===== src/rtl/clipq_bram_pkg.sv =====
// ---------------------------------------------------------------------------
// clipq_bram_pkg
// Shared definitions for the accelerator scratch BRAM and the logic that
// talks to it: bus widths, write-request encodings, default depth, the
// per-cycle access classification and the word-range helper.
// ---------------------------------------------------------------------------
package clipq_bram_pkg;

    localparam int ADDR_W     = 32;
    localparam int DATA_W     = 32;
    localparam int BRAM_DEPTH = 60001;

    localparam logic [3:0] WREQ_FULL = 4'b1111;
    localparam logic [3:0] WREQ_NONE = 4'b0000;

    // What the granted requester (if any) does to the BRAM this cycle.
    typedef enum logic [1:0] {
        ACC_IDLE   = 2'd0,  // nobody granted
        ACC_READ   = 2'd1,  // in-range read, BRAM enabled
        ACC_WRITE  = 2'd2,  // in-range full-word write, BRAM enabled
        ACC_REJECT = 2'd3   // accepted but out of range, BRAM untouched
    } acc_kind_e;

    // True when the word index lies inside a BRAM of 'depth' words.
    // The index is the byte address with its two low bits already dropped.
    function automatic logic word_in_range(input logic [ADDR_W-3:0] word_idx,
                                           input int                depth);
        logic [ADDR_W-1:0] limit;
        limit = ADDR_W'(depth);
        return {2'b00, word_idx} < limit;
    endfunction

endpackage


===== src/rtl/rr_arbiter.sv =====
// ---------------------------------------------------------------------------
// rr_arbiter
// N-way round-robin priority selector. The requester just after 'ptr' has
// the highest priority, then ptr+2, ... wrapping modulo N.
//
// Ports:
//   req   in  [N-1:0]   request vector
//   ptr   in  [PW-1:0]  index of the most recently served requester
//   grant out [N-1:0]   one-hot grant, or zero when nothing requests
// ---------------------------------------------------------------------------
module rr_arbiter #(
    parameter int N  = 3,
    parameter int PW = 2
) (
    input  logic [N-1:0]  req,
    input  logic [PW-1:0] ptr,
    output logic [N-1:0]  grant
);

    localparam logic [PW:0] N_W = (PW+1)'(N);

    logic [PW:0] idx;
    logic        found;

    // Walk the N candidates in priority order; ptr+k is below 2N, so a
    // single conditional subtraction performs the modulo.
    always_comb begin
        grant = '0;
        found = 1'b0;
        idx   = '0;
        for (int k = 1; k <= N; k++) begin
            idx = {1'b0, ptr} + (PW+1)'(k);
            if (idx >= N_W) begin
                idx = idx - N_W;
            end
            if (!found && req[idx[PW-1:0]]) begin
                grant[idx[PW-1:0]] = 1'b1;
                found              = 1'b1;
            end
        end
    end

endmodule


===== src/rtl/bram_arbiter.sv =====
// ---------------------------------------------------------------------------
// bram_arbiter
// Shares the single-port scratch BRAM (one 32-bit access per clock, 1-cycle
// registered read) between NUM_REQ requesters with round-robin arbitration,
// an optional bounded burst lock, address range checking and a read
// response pipeline.
//
// Ports:
//   clk         in   clock
//   rst         in   asynchronous active-low reset
//   req_valid   in   [NUM_REQ]      access request per requester
//   req_ready   out  [NUM_REQ]      one-hot grant; transfer on valid&ready
//   req_we      in   [NUM_REQ]      1 = write, 0 = read
//   req_lock    in   [NUM_REQ]      ask to keep the grant next cycle
//   req_addr    in   [NUM_REQ*32]   byte addresses, requester i at [32i+:32]
//   req_wdata   in   [NUM_REQ*32]   write data, same packing
//   rsp_valid   out  [NUM_REQ]      one-cycle read response pulse
//   rsp_data    out  [32]           read data shared by all requesters
//   rsp_err     out                 response belongs to an out-of-range read
//   err_sticky  out                 any out-of-range access since reset
//   bram_en     out                 BRAM enable
//   bram_addr   out  [32]           BRAM byte address (forwarded unchanged)
//   bram_wreq   out  [4]            BRAM byte write request
//   bram_wdata  out  [32]           BRAM write data
//   R_data      in   [32]           BRAM registered read data
// ---------------------------------------------------------------------------
module bram_arbiter
    import clipq_bram_pkg::*;
#(
    parameter int NUM_REQ  = 3,
    parameter int DEPTH    = BRAM_DEPTH,
    parameter int MAX_LOCK = 16
) (
    input  logic                      clk,
    input  logic                      rst,
    input  logic [NUM_REQ-1:0]        req_valid,
    output logic [NUM_REQ-1:0]        req_ready,
    input  logic [NUM_REQ-1:0]        req_we,
    input  logic [NUM_REQ-1:0]        req_lock,
    input  logic [NUM_REQ*ADDR_W-1:0] req_addr,
    input  logic [NUM_REQ*DATA_W-1:0] req_wdata,
    output logic [NUM_REQ-1:0]        rsp_valid,
    output logic [DATA_W-1:0]         rsp_data,
    output logic                      rsp_err,
    output logic                      err_sticky,
    output logic                      bram_en,
    output logic [ADDR_W-1:0]         bram_addr,
    output logic [3:0]                bram_wreq,
    output logic [DATA_W-1:0]         bram_wdata,
    input  logic [DATA_W-1:0]         R_data
);

    localparam int PW = $clog2(NUM_REQ);
    localparam int CW = $clog2(MAX_LOCK + 1);
    localparam logic [CW-1:0] MAX_LOCK_C = CW'(MAX_LOCK);
    localparam logic [PW-1:0] PTR_RESET  = PW'(NUM_REQ - 1);

    // ------------------------------------------------------------------
    // Unpack the flat request buses
    // ------------------------------------------------------------------
    logic [ADDR_W-1:0] addr_arr  [NUM_REQ];
    logic [DATA_W-1:0] wdata_arr [NUM_REQ];

    generate
        for (genvar gi = 0; gi < NUM_REQ; gi++) begin : g_unpack
            assign addr_arr[gi]  = req_addr[gi*ADDR_W +: ADDR_W];
            assign wdata_arr[gi] = req_wdata[gi*DATA_W +: DATA_W];
        end
    endgenerate

    // ------------------------------------------------------------------
    // State
    // ------------------------------------------------------------------
    logic [PW-1:0]      rr_ptr_reg,      rr_ptr_next;
    logic               lock_active_reg, lock_active_next;
    logic [PW-1:0]      lock_owner_reg,  lock_owner_next;
    logic [CW-1:0]      lock_cnt_reg,    lock_cnt_next;
    logic [NUM_REQ-1:0] rsp_valid_reg,   rsp_valid_next;
    logic               rsp_err_reg,     rsp_err_next;
    logic               err_sticky_reg,  err_sticky_next;

    // ------------------------------------------------------------------
    // Grant selection
    // ------------------------------------------------------------------
    logic [NUM_REQ-1:0] rr_grant;
    logic [NUM_REQ-1:0] owner_onehot;
    logic [NUM_REQ-1:0] grant;
    logic [PW-1:0]      grant_idx;
    logic               grant_any;
    logic               lock_hold;
    logic               sel_in_range;
    acc_kind_e          acc_kind;

    rr_arbiter #(
        .N  (NUM_REQ),
        .PW (PW)
    ) u_rr (
        .req   (req_valid),
        .ptr   (rr_ptr_reg),
        .grant (rr_grant)
    );

    // The owner keeps the port only while it still requests and has not
    // used up its burst budget; otherwise plain round-robin decides in the
    // same cycle. Once the budget is spent the pointer already equals the
    // owner, so round-robin naturally restarts from owner+1.
    assign lock_hold = lock_active_reg
                    && (lock_cnt_reg < MAX_LOCK_C)
                    && req_valid[lock_owner_reg];

    always_comb begin
        owner_onehot                 = '0;
        owner_onehot[lock_owner_reg] = 1'b1;
    end

    // Nothing is accepted while reset is held.
    assign grant     = !rst      ? '0
                     : lock_hold ? owner_onehot
                     :             rr_grant;
    assign grant_any = |grant;

    always_comb begin
        grant_idx = '0;
        for (int k = 0; k < NUM_REQ; k++) begin
            if (grant[k]) begin
                grant_idx = PW'(k);
            end
        end
    end

    // Low two address bits are ignored by design: byte offsets within a
    // word select the same word and raise no alignment error.
    assign sel_in_range = word_in_range(addr_arr[grant_idx][ADDR_W-1:2], DEPTH);

    always_comb begin
        acc_kind = ACC_IDLE;
        if (grant_any) begin
            if (!sel_in_range) begin
                acc_kind = ACC_REJECT;
            end else if (req_we[grant_idx]) begin
                acc_kind = ACC_WRITE;
            end else begin
                acc_kind = ACC_READ;
            end
        end
    end

    // ------------------------------------------------------------------
    // BRAM pins and requester handshake
    // ------------------------------------------------------------------
    assign req_ready  = grant;
    assign bram_en    = (acc_kind == ACC_READ) || (acc_kind == ACC_WRITE);
    assign bram_wreq  = (acc_kind == ACC_WRITE) ? WREQ_FULL : WREQ_NONE;
    assign bram_addr  = addr_arr[grant_idx];
    assign bram_wdata = wdata_arr[grant_idx];

    // ------------------------------------------------------------------
    // Next-state logic
    // ------------------------------------------------------------------
    always_comb begin
        rr_ptr_next      = rr_ptr_reg;
        lock_active_next = lock_active_reg;
        lock_owner_next  = lock_owner_reg;
        lock_cnt_next    = lock_cnt_reg;

        if (grant_any) begin
            rr_ptr_next = grant_idx;
            if (req_lock[grant_idx]) begin
                if (lock_hold) begin
                    lock_cnt_next = lock_cnt_reg + CW'(1);
                end else begin
                    // Fresh lock: either no lock was active, the owner
                    // dropped out, or the budget forced a re-arbitration.
                    lock_active_next = 1'b1;
                    lock_owner_next  = grant_idx;
                    lock_cnt_next    = CW'(1);
                end
            end else begin
                lock_active_next = 1'b0;
                lock_owner_next  = '0;
                lock_cnt_next    = '0;
            end
        end else begin
            lock_active_next = 1'b0;
            lock_owner_next  = '0;
            lock_cnt_next    = '0;
        end
    end

    // Every accepted read answers one cycle later, out-of-range ones with
    // an error flag and zero data; writes never answer.
    always_comb begin
        rsp_valid_next  = grant & ~req_we;
        rsp_err_next    = (acc_kind == ACC_REJECT) && !req_we[grant_idx];
        err_sticky_next = err_sticky_reg || (acc_kind == ACC_REJECT);
    end

    always_ff @(posedge clk or negedge rst) begin
        if (!rst) begin
            rr_ptr_reg      <= PTR_RESET;
            lock_active_reg <= 1'b0;
            lock_owner_reg  <= '0;
            lock_cnt_reg    <= '0;
            rsp_valid_reg   <= '0;
            rsp_err_reg     <= 1'b0;
            err_sticky_reg  <= 1'b0;
        end else begin
            rr_ptr_reg      <= rr_ptr_next;
            lock_active_reg <= lock_active_next;
            lock_owner_reg  <= lock_owner_next;
            lock_cnt_reg    <= lock_cnt_next;
            rsp_valid_reg   <= rsp_valid_next;
            rsp_err_reg     <= rsp_err_next;
            err_sticky_reg  <= err_sticky_next;
        end
    end

    // ------------------------------------------------------------------
    // Response outputs
    // ------------------------------------------------------------------
    assign rsp_valid  = rsp_valid_reg;
    assign rsp_err    = rsp_err_reg;
    assign rsp_data   = rsp_err_reg ? '0 : R_data;
    assign err_sticky = err_sticky_reg;

endmodule


===== config.mk =====
export PLATFORM = sky130hd
export DESIGN_NAME = bram_arbiter
export DESIGN_NICKNAME = d
export VERILOG_FILES = /design/src/rtl/clipq_bram_pkg.sv /design/src/rtl/rr_arbiter.sv /design/src/rtl/bram_arbiter.sv
export SDC_FILE = /design/constraint.sdc
export NUM_CORES = 1
export LEC_CHECK = 0
export ABC_AREA = 0
export CORE_AREA = 2 2 135 137
export DETAILED_ROUTE_END_ITERATION = 8
export DIE_AREA = 0 0 137 139
export PLACE_DENSITY = 0.57
export SLEW_MARGIN = 10
export SYNTH_ARGS = -nofsm -noshare
export SYNTH_HDL_FRONTEND = slang
export SYNTH_SLANG_ARGS = --single-unit

===== constraint.sdc =====
create_clock -name clk -period 6.9 [get_ports clk]
set_clock_uncertainty 0.1 [all_clocks]
set_input_delay 1.38 -clock clk [delete_from_list [all_inputs] [get_ports clk]]
set_output_delay 1.38 -clock clk [all_outputs]
set_load 0.03 [all_outputs]

==> results of run 1 <==
## path summary, 6_finish.rpt
check                                    end           from  slack (ps)
max in group asynchronous  lock_owner_reg[1]            rst        4930
hold / removal                    err_sticky     err_sticky         370
min in group asynchronous  lock_owner_reg[0]            rst        1300
setup / recovery                bram_wreq[2]   req_valid[0]         410
setup reg to reg                  err_sticky  rr_ptr_reg[1]        2340
hold reg to reg                   err_sticky     err_sticky         370
## stage by stage
stage | cells | util [%]
2_1_floorplan | 474 | -
3_3_place_gp | 1008 | 37.1
3_5_place_dp | 1008 | 37.1
4_1_cts | 1012 | 37.6
5_1_grt | 1013 | 37.6
6_report | 1013 | 37.6
## routing by layer
layer  routed length, um  share of wire (%)
met4                 180               0.99
met3                1270                7.0
met1                7440                 41
met5                   0                  0
met2                9350                 51
## area by class of cell
type                    count  area, sq um
clock buffers               4         78.8
multi-input cells         395         2370
diodes                      1         2.50
flip-flops and latches     15          377
repair buffers            356         3470
fillers                  1892        11000
inverters                  13         51.3
well taps                 229          287
## cell families (layout without fill, tap and decap cells)
kind of cell	Yosys count	count (layout)	synth area share (%)
compound gates	163	163	38.9
fa+ha+maj	9	9	3.70
other cells	0	1	0
buf+inv	64	373	10.1
mux	7	7	2.51
simple gates	214	214	31.8
flops	15	15	12.4
xor+xnor	2	2	0.576
## power groups by stage
stage / Clock [mW] / Sequential, mW / Combinational [mW]
global placement: 0 / 0.144 / 2.41
CTS: 0.117 / 0.143 / 2.41
finish: 0.113 / 0.143 / 2.39
detailed placement: 0 / 0.144 / 2.40
global route: 0.120 / 0.147 / 2.54
floorplan: 0 / 0.137 / 1.45
## Yosys cell counts, types with 2 or more instances
cell type and number:
inv_1 12, o21ai_0 3, buf_1 4, nor2b_1 34, ha_1 9, and2_1 4, nand4_1 3, o211ai_1 43
nor2_1 56, nor4_1 3, buf_6 4, buf_2 9, a31o_2 2, o31a_1 2, a31oi_1 58, buf_4 6
nand2b_1 5, a21oi_1 9, mux2i_1 5, clkbuf_1 28, and3_1 3, or2_2 2, dfrtp_1 14, a21o_1 6
o21a_1 3, a211oi_1 21, nand3_1 6, nand2_1 93
## worst max-delay path, stage by stage
cell and delay (ps):
clkdlybuf4s50_1 620, mux2i_1 150, o21ai_0 290, a31o_2 540
a21o_4 270, buf_12 280, nor2_1 70, a31oi_1 280
and3_1 280, a211oi_1 90, a21oi_1 210, ha_1 330
buf_4 210
==> results.sh, run 1 <==
export IMPL_outcome="completed"
export IMPL_cts_sink_count=15
export IMPL_die_w_um=137
export IMPL_htreeDepth=1
export IMPL_power_density_nw_per_um2=398
export IMPL_clock_power_share_pct=4.3
export IMPL_grt_pass1_wl_um=27100
export IMPL_die_h_um=139
export IMPL_hpwl_um=14800
export IMPL_cts_tree="done"
export IMPL_fin_ws_ps=411
export IMPL_drc_errors=0
export IMPL_largest_register_ffs=5
export IMPL_min_period_over_period_pct=94.0
export IMPL_port_buffers=343
export IMPL_ys_ff_latch=15
export IMPL_synth_edf_count=0
export IMPL_yosysSeqAreaShare_pct=12.4
export IMPL_vias=4689
export IMPL_grt_antenna_before_repair=1
export IMPL_slew_violations=0
export IMPL_drive_above_1_share_pct=9.45
export IMPL_place_ws_ps=418
export IMPL_grt_overflow_total=0
export IMPL_comb_power_share_pct=90.3
export IMPL_routed_wl_um=18200
export IMPL_holdPathStages=1
export IMPL_finalHoldViolCount=0
export IMPL_postCtsSetupBuffers=0
export IMPL_syn_nets=718
export IMPL_clk_pin_slew_ps=50
export IMPL_p_total_mw=2.65
export IMPL_hold_ws_ps=367
export IMPL_cp_end_kind="output port"
export IMPL_fmax_ghz=0.154
export IMPL_wl_per_cell_um=18.0
export IMPL_dr_pass1_iters=4
export IMPL_r2r_cells=13
export IMPL_grt_usage_pct=18.1
export IMPL_syn_area_sq_um=3040
export IMPL_final_cell_area_sq_um=6640
export IMPL_grt_max_degree=58
export IMPL_cts_buffer_depth=2
export IMPL_cts_root_buf="clkbuf_16"
export IMPL_nets=1028
export IMPL_yosysUniqueCellTypes=55
export IMPL_syn_inst=474
export IMPL_p_sw_share_pct=57.8
export IMPL_syn_avg_cell_area_sq_um=6.41
export IMPL_globalplace_congestion=0.840
export IMPL_rows=49
export IMPL_start_util_pct=17.2
export IMPL_insertion_delay_ps=250
export IMPL_yosys_area_top_type="a31oi_1"
export IMPL_dieArea_sq_um=19000
export IMPL_core_area_sq_um=17700
export IMPL_setup_tns_ps=0
export IMPL_intPower_mw=1.12
export IMPL_worstPathRequired_ps=5420
export IMPL_most_common_layout_cells="clkdlybuf4s50_1 (304), nand2_1 (93), a31oi_1 (58), nor2_1 (56), buf_4 (49)"
export IMPL_rsz0062_at_grt="no"
export IMPL_tightestPinTransition_ps=1000
export IMPL_ctsHoldBuffers=0
export IMPL_crit_fanout=57
export IMPL_power_frac_seq_pct=5.4
export IMPL_met3_usage_pct=2.63
export IMPL_min_path_type="register to register"
export IMPL_met2_usage_pct=32.4
export IMPL_worstSetupPathType="primary input to output port"
export IMPL_setup_violations_final=0
export IMPL_power_leakage_nw=2.58
export IMPL_post_route_min_period_ps=6490
export IMPL_num_io_pins=344
export IMPL_cts_resized=0
export IMPL_postRouteAntennaNets=0
export IMPL_grt_busiest_layer="met2"
export IMPL_cp_start_kind="primary input"
export IMPL_use_met1_pct=23.0
export IMPL_cts_made_buffers=3
export IMPL_dpl_cell_area_sq_um=6560
export IMPL_drv_cap=0
export IMPL_area_growth_pct=118
export IMPL_arrival_ps=5010
export IMPL_relSlewSlack_pct=33.3
export IMPL_synth_top_area_share_pct=11.9
export IMPL_postSynth_asyncResetShare_pct=100
export IMPL_via_per_inst=4.63
export IMPL_ys_top_cells_by_area="a31oi_1 (12%), dfrtp_1 (12%), nand2_1 (11%), o211ai_1 (11%), nor2b_1 (7.0%)"
export IMPL_yosysWarnings=0
export IMPL_dr_first_iter_drc_count=208
export IMPL_layout_commonest_cell="clkdlybuf4s50_1"
export IMPL_ys_flop_type="dfrtp_1"
export IMPL_grt_pass1_vias=4735
export IMPL_p_switching_mw=1.53
export IMPL_ir_drop_uv=241
(Power assumes the default switching activity.)
==> run 2, diff against run 1 <==
--- a/config.mk
+++ b/config.mk
@@ -10,7 +10,9 @@
 export DETAILED_ROUTE_END_ITERATION = 8
 export DIE_AREA = 0 0 137 139
 export PLACE_DENSITY = 0.57
+export RECOVER_POWER = 100
 export SLEW_MARGIN = 10
 export SYNTH_ARGS = -nofsm -noshare
 export SYNTH_HDL_FRONTEND = slang
 export SYNTH_SLANG_ARGS = --single-unit
+export TNS_END_PERCENT = 20
==> run 2 against run 1 <==
  * Count of clock-buffer cells in the layout is the same
  * Combinational power down 7%
  * Hold slack got worse by 6.8 ps
  * Largest power group unchanged
==> results.sh, run 2 (synthesized netlist as in run 1, its figures left out) <==
export IMPL_fmax_ghz=0.152
export IMPL_p_switching_mw=1.51
export IMPL_grt_pass1_wl_um=27100
export IMPL_dr_first_iter_drc_count=202
export IMPL_worstPathRequired_ps=5420
export IMPL_setup_tns_ps=0
export IMPL_insertion_delay_ps=250
export IMPL_tightestPinTransition_ps=989
export IMPL_dr_pass1_iters=4
export IMPL_grt_antenna_before_repair=1
export IMPL_num_io_pins=344
export IMPL_top_layer="met4"
export IMPL_multiInputGateArea_sq_um=2360
export IMPL_grt_usage_pct=18.1
export IMPL_most_common_layout_cells="clkdlybuf4s50_1 (234), nand2_1 (93), dlygate4sd3_1 (70), a31oi_1 (58), nor2_1 (56)"
export IMPL_outcome="completed"
export IMPL_rows=49
export IMPL_power_frac_seq_pct=5.7
export IMPL_place_ws_ps=418
export IMPL_cts_root_buf="clkbuf_16"
export IMPL_hpwl_um=14800
export IMPL_wl_met1_um=7460
export IMPL_core_area_sq_um=17700
export IMPL_ir_drop_uv=236
export IMPL_comb_power_share_pct=89.7
export IMPL_setup_violations_final=0
export IMPL_ctsHoldBuffers=0
export IMPL_postRouteAntennaNets=0
export IMPL_postCtsSetupBuffers=0
export IMPL_p_sw_share_pct=61.0
export IMPL_wl_per_cell_um=18.0
export IMPL_seq_area_sq_um=377
export IMPL_vias=4695
export IMPL_grt_overflow_total=0
export IMPL_relSlewSlack_pct=34.1
export IMPL_drc_errors=0
export IMPL_htreeDepth=1
export IMPL_largest_register_ffs=5
export IMPL_cts_resized=0
export IMPL_finish_utilization_pct=36.8
export IMPL_grt_max_degree=58
export IMPL_nets=1028
export IMPL_cts_made_buffers=3
export IMPL_via_per_inst=4.63
export IMPL_routed_wl_um=18200
export IMPL_min_path_type="register to register"
export IMPL_port_buffers=343
export IMPL_wl_met3_um=1200
export IMPL_clock_power_share_pct=4.6
export IMPL_fin_ws_ps=330
export IMPL_die_w_um=137
export IMPL_intPower_uw=967
export IMPL_routed_wl_met2_um=9340
export IMPL_arrival_ps=5090
export IMPL_cts_sink_count=15
export IMPL_slew_violations=0
export IMPL_cp_end_kind="output port"
export IMPL_min_period_over_period_pct=95.2
export IMPL_cts_tree="done"
export IMPL_grt_pass1_vias=4735
export IMPL_area_growth_pct=114
export IMPL_cp_start_kind="primary input"
export IMPL_crit_fanout=23
export IMPL_post_route_min_period_ps=6570
export IMPL_layout_commonest_cell="clkdlybuf4s50_1"
export IMPL_drive_above_1_share_pct=5.49
export IMPL_fillCellCount=1927
export IMPL_dieArea_sq_um=19000
export IMPL_cts_buffer_depth=2
export IMPL_globalplace_congestion=0.840
export IMPL_worstSetupPathType="primary input to output port"
export IMPL_rsz0062_at_grt="no"
export IMPL_clk_pin_slew_ps=50
export IMPL_finalHoldViolCount=0
export IMPL_start_util_pct=17.2
export IMPL_power_leakage_nw=2.51
export IMPL_die_h_um=139
export IMPL_power_density_nw_per_um2=381
export IMPL_drv_cap=0
run 2: changes by cell type in the layout (fill, tap and decap cells not counted), sizes merged:
cell,delta
buf,-28
clkbuf,+28
clkdlybuf4s50,-70
dlygate4sd3,+70
run 2: final timing paths:
kind,start,end,slack (ps),cells past startpoint
worst min register to register,err_sticky,err_sticky,360,1
max in group asynchronous,rst,lock_owner_reg[1],4500,2
worst max-delay path,req_valid[1],bram_wreq[2],330,13
worst min-delay path,err_sticky,err_sticky,360,1
worst max register to register,rr_ptr_reg[1],err_sticky,2390,13
min in group asynchronous,rst,lock_owner_reg[0],1370,1
run 2: layer usage:
| layer | up-vias | track usage [%] |
|---|---|---|
| met1 | 2148 | 23.0 |
| met5 | - | 0 |
| met3 | 13 | 2.63 |
| met4 | 0 | 3.09 |
| li1 | 2331 | - |
| met2 | 203 | 32.4 |
run 2: through the flow:
stage	power (mW)	area [sq um]	std cells	hold WS, ps
6_report	2.48	6510	1013	361
5_1_grt	2.65	6510	1013	398
4_1_cts	2.67	6640	1012	369
3_5_place_dp	2.54	6560	1008	356
3_3_place_gp	2.55	6560	1008	352
2_1_floorplan	1.59	3040	474	349
run 2: worst max-delay path, stage by stage:
cell and delay, ps:
clkdlybuf4s50_1 570, mux2_1 390, a2bb2oi_1 310, and4_4 510
o21ai_4 90, inv_4 240, mux2i_1 150, a211o_1 320
a211oi_2 240, nand3_1 100, a21oi_1 190, ha_1 320
buf_2 250
run 2: cell type report:
type                    instances  area share, %
diodes                          1         0.0385
clock buffers                   4           1.21
inverters                      13          0.788
multi-input cells             395           36.3
flip-flops and latches         15           5.79
well taps                     229           4.40
repair buffers                356           51.5
run 2: power groups by stage:
stage | Combinational [mW] | Sequential (mW) | Clock [mW]
6_report | 2.22 | 0.142 | 0.113
5_1_grt | 2.38 | 0.147 | 0.120
4_1_cts | 2.41 | 0.143 | 0.117
3_5_place_dp | 2.40 | 0.144 | 0
3_3_place_gp | 2.41 | 0.144 | 0
2_1_floorplan | 1.45 | 0.137 | 0
==> run 3, diff against run 2 <==
--- a/config.mk
+++ b/config.mk
@@ -7,6 +7,7 @@
 export LEC_CHECK = 0
 export ABC_AREA = 0
 export CORE_AREA = 2 2 135 137
+export CTS_BUF_LIST = sky130_fd_sc_hd__clkbuf_8
 export DETAILED_ROUTE_END_ITERATION = 8
 export DIE_AREA = 0 0 137 139
 export PLACE_DENSITY = 0.57
==> run 3 against run 2 <==
  * Sequential cell count unchanged
  * Core utilization decreased by 0.19 points
  * Power down 1.9%
  * Sequential power is essentially flat
  * Global-route usage decreased by 0.060 points
  * Critical path depth is the same
  * Critical path type unchanged
  * Largest cell class unchanged
  * Highest routed layer unchanged
==> results.sh, run 3 (synthesized netlist as in run 1, its figures left out) <==
export IMPL_outcome="completed"
export IMPL_dpl_cell_area_sq_um=6560
export IMPL_r2r_end="err_sticky"
export IMPL_layout_commonest_cell="clkdlybuf4s50_1"
export IMPL_grt_pass1_vias=4741
export IMPL_htreeDepth=1
export IMPL_rsz0062_at_grt="no"
export IMPL_p_total_mw=2.43
export IMPL_power_density_nw_per_um2=376
export IMPL_min_period_over_period_pct=95.1
export IMPL_wl_per_cell_um=17.9
export IMPL_clk_pin_slew_ps=60
export IMPL_postRouteAntennaNets=0
export IMPL_via_per_inst=4.63
export IMPL_rrSetupSlack_ps=2390
export IMPL_cts_buffer_depth=2
export IMPL_crit_fanout=23
export IMPL_nets=1028
export IMPL_finalHoldViolCount=0
export IMPL_worstHoldStart="err_sticky"
export IMPL_worstPathRequired_ps=5420
export IMPL_area_growth_pct=113
export IMPL_tightestPinTransition_ps=995
export IMPL_final_cell_area_sq_um=6470
export IMPL_core_area_sq_um=17700
export IMPL_wl_met3_um=1260
export IMPL_rows=49
export IMPL_drc_errors=0
export IMPL_grt_usage_pct=18.0
export IMPL_min_path_type="register to register"
export IMPL_cp_start_kind="primary input"
export IMPL_grt_overflow_total=0
export IMPL_num_io_pins=344
export IMPL_cts_tree="done"
export IMPL_port_buffers=343
export IMPL_fin_ws_ps=338
export IMPL_grt_pass1_wl_um=27100
export IMPL_top_layer="met4"
export IMPL_setup_tns_ps=0
export IMPL_cts_made_buffers=3
export IMPL_reg2reg_from="rr_ptr_reg[1]"
export IMPL_dr_first_iter_drc_count=203
export IMPL_cts_resized=0
export IMPL_post_route_min_period_ps=6560
export IMPL_vias=4689
export IMPL_cts_sink_count=15
export IMPL_max_stage_delay_ps=560
export IMPL_setup_violations_final=0
export IMPL_largest_register_ffs=5
export IMPL_most_common_layout_cells="clkdlybuf4s50_1 (234), nand2_1 (93), dlygate4sd3_1 (70), a31oi_1 (58), nor2_1 (56)"
export IMPL_hold_ws_ps=364
export IMPL_relSlewSlack_pct=33.7
export IMPL_crit_slowest_cell="clkdlybuf4s50_1"
export IMPL_crit_chain="clkdlybuf4s50_1 > mux2_1 > a2bb2oi_1 > and4_4 > o21ai_4 > inv_4 > mux2i_1 > a211o_1 > a211oi_2 > nand3_1 > a21oi_1 > ha_1 > buf_2"
export IMPL_stdcell_count=1013
export IMPL_finish_utilization_pct=36.7
export IMPL_routed_wl_um=18100
export IMPL_hold_path_endpoint="err_sticky"
export IMPL_dp_cells=1008
export IMPL_routed_wl_met2_um=9290
export IMPL_start_util_pct=17.2
export IMPL_die_w_um=137
export IMPL_power_leakage_nw=2.49
export IMPL_wl_met1_um=7370
export IMPL_ctsHoldBuffers=0
export IMPL_cp_end_kind="output port"
export IMPL_grt_max_degree=58
export IMPL_dieArea_sq_um=19000
export IMPL_drv_cap=0
export IMPL_place_ws_ps=418
export IMPL_ir_drop_uv=236
export IMPL_worstSetupPathType="primary input to output port"
export IMPL_slew_violations=0
export IMPL_dr_pass1_iters=4
export IMPL_insertion_delay_ps=240
export IMPL_postCtsSetupBuffers=0
export IMPL_drive_above_1_share_pct=5.49
export IMPL_r2r_cells=13
export IMPL_die_h_um=139
export IMPL_globalplace_congestion=0.840
export IMPL_grt_antenna_before_repair=1
export IMPL_fmax_ghz=0.152
export IMPL_holdPathStages=1
export IMPL_hpwl_um=14800
export IMPL_cts_root_buf="clkbuf_8"
export IMPL_arrival_ps=5080
run 3: layout make-up:
type                       instances  area (sq um)
inverter                          13          51.3
timing repair buffer             356          3350
fill                            1931         11200
tap                              229           287
sequential                        15           377
multi-input combinational        395          2360
clock inverter                     1          3.75
antenna                            1          2.50
clock buffer                       3          41.3
run 3: routing by layer:
layer | vias to the layer above | global-route usage [%]
li1 | 2331 | -
met1 | 2141 | 23.0
met2 | 201 | 32.4
met3 | 16 | 2.63
met4 | 0 | 2.77
met5 | - | 0
run 3: worst max path at each step:
| stage | start | to | slack (ps) | depth (start not counted) |
|---|---|---|---|---|
| finish | req_valid[1] | bram_wreq[2] | 340 | 13 |
| CTS | req_valid[1] | bram_wreq[2] | 380 | 12 |
| detailed placement | req_valid[1] | bram_wreq[2] | 420 | 12 |
| floorplan | req_valid[1] | bram_wreq[1] | 950 | 14 |
| global route | req_valid[1] | bram_wreq[2] | 30 | 13 |
| global placement | req_valid[1] | bram_wreq[0] | 480 | 13 |
run 3: worst max-delay path: cells and delay by family:
kind | cells | cell delay, ps
compound gates | 5 | 1150
mux | 2 | 540
simple gates | 2 | 610
fa+ha+maj | 1 | 320
buf+inv | 3 | 1060
run 3: where the power goes:
part | internal [mW] | switching (mW) | total, mW
clock network | 0.0394 | 0.0300 | 0.0694
logic | 0.779 | 1.44 | 2.22
registers | 0.109 | 0.0323 | 0.142
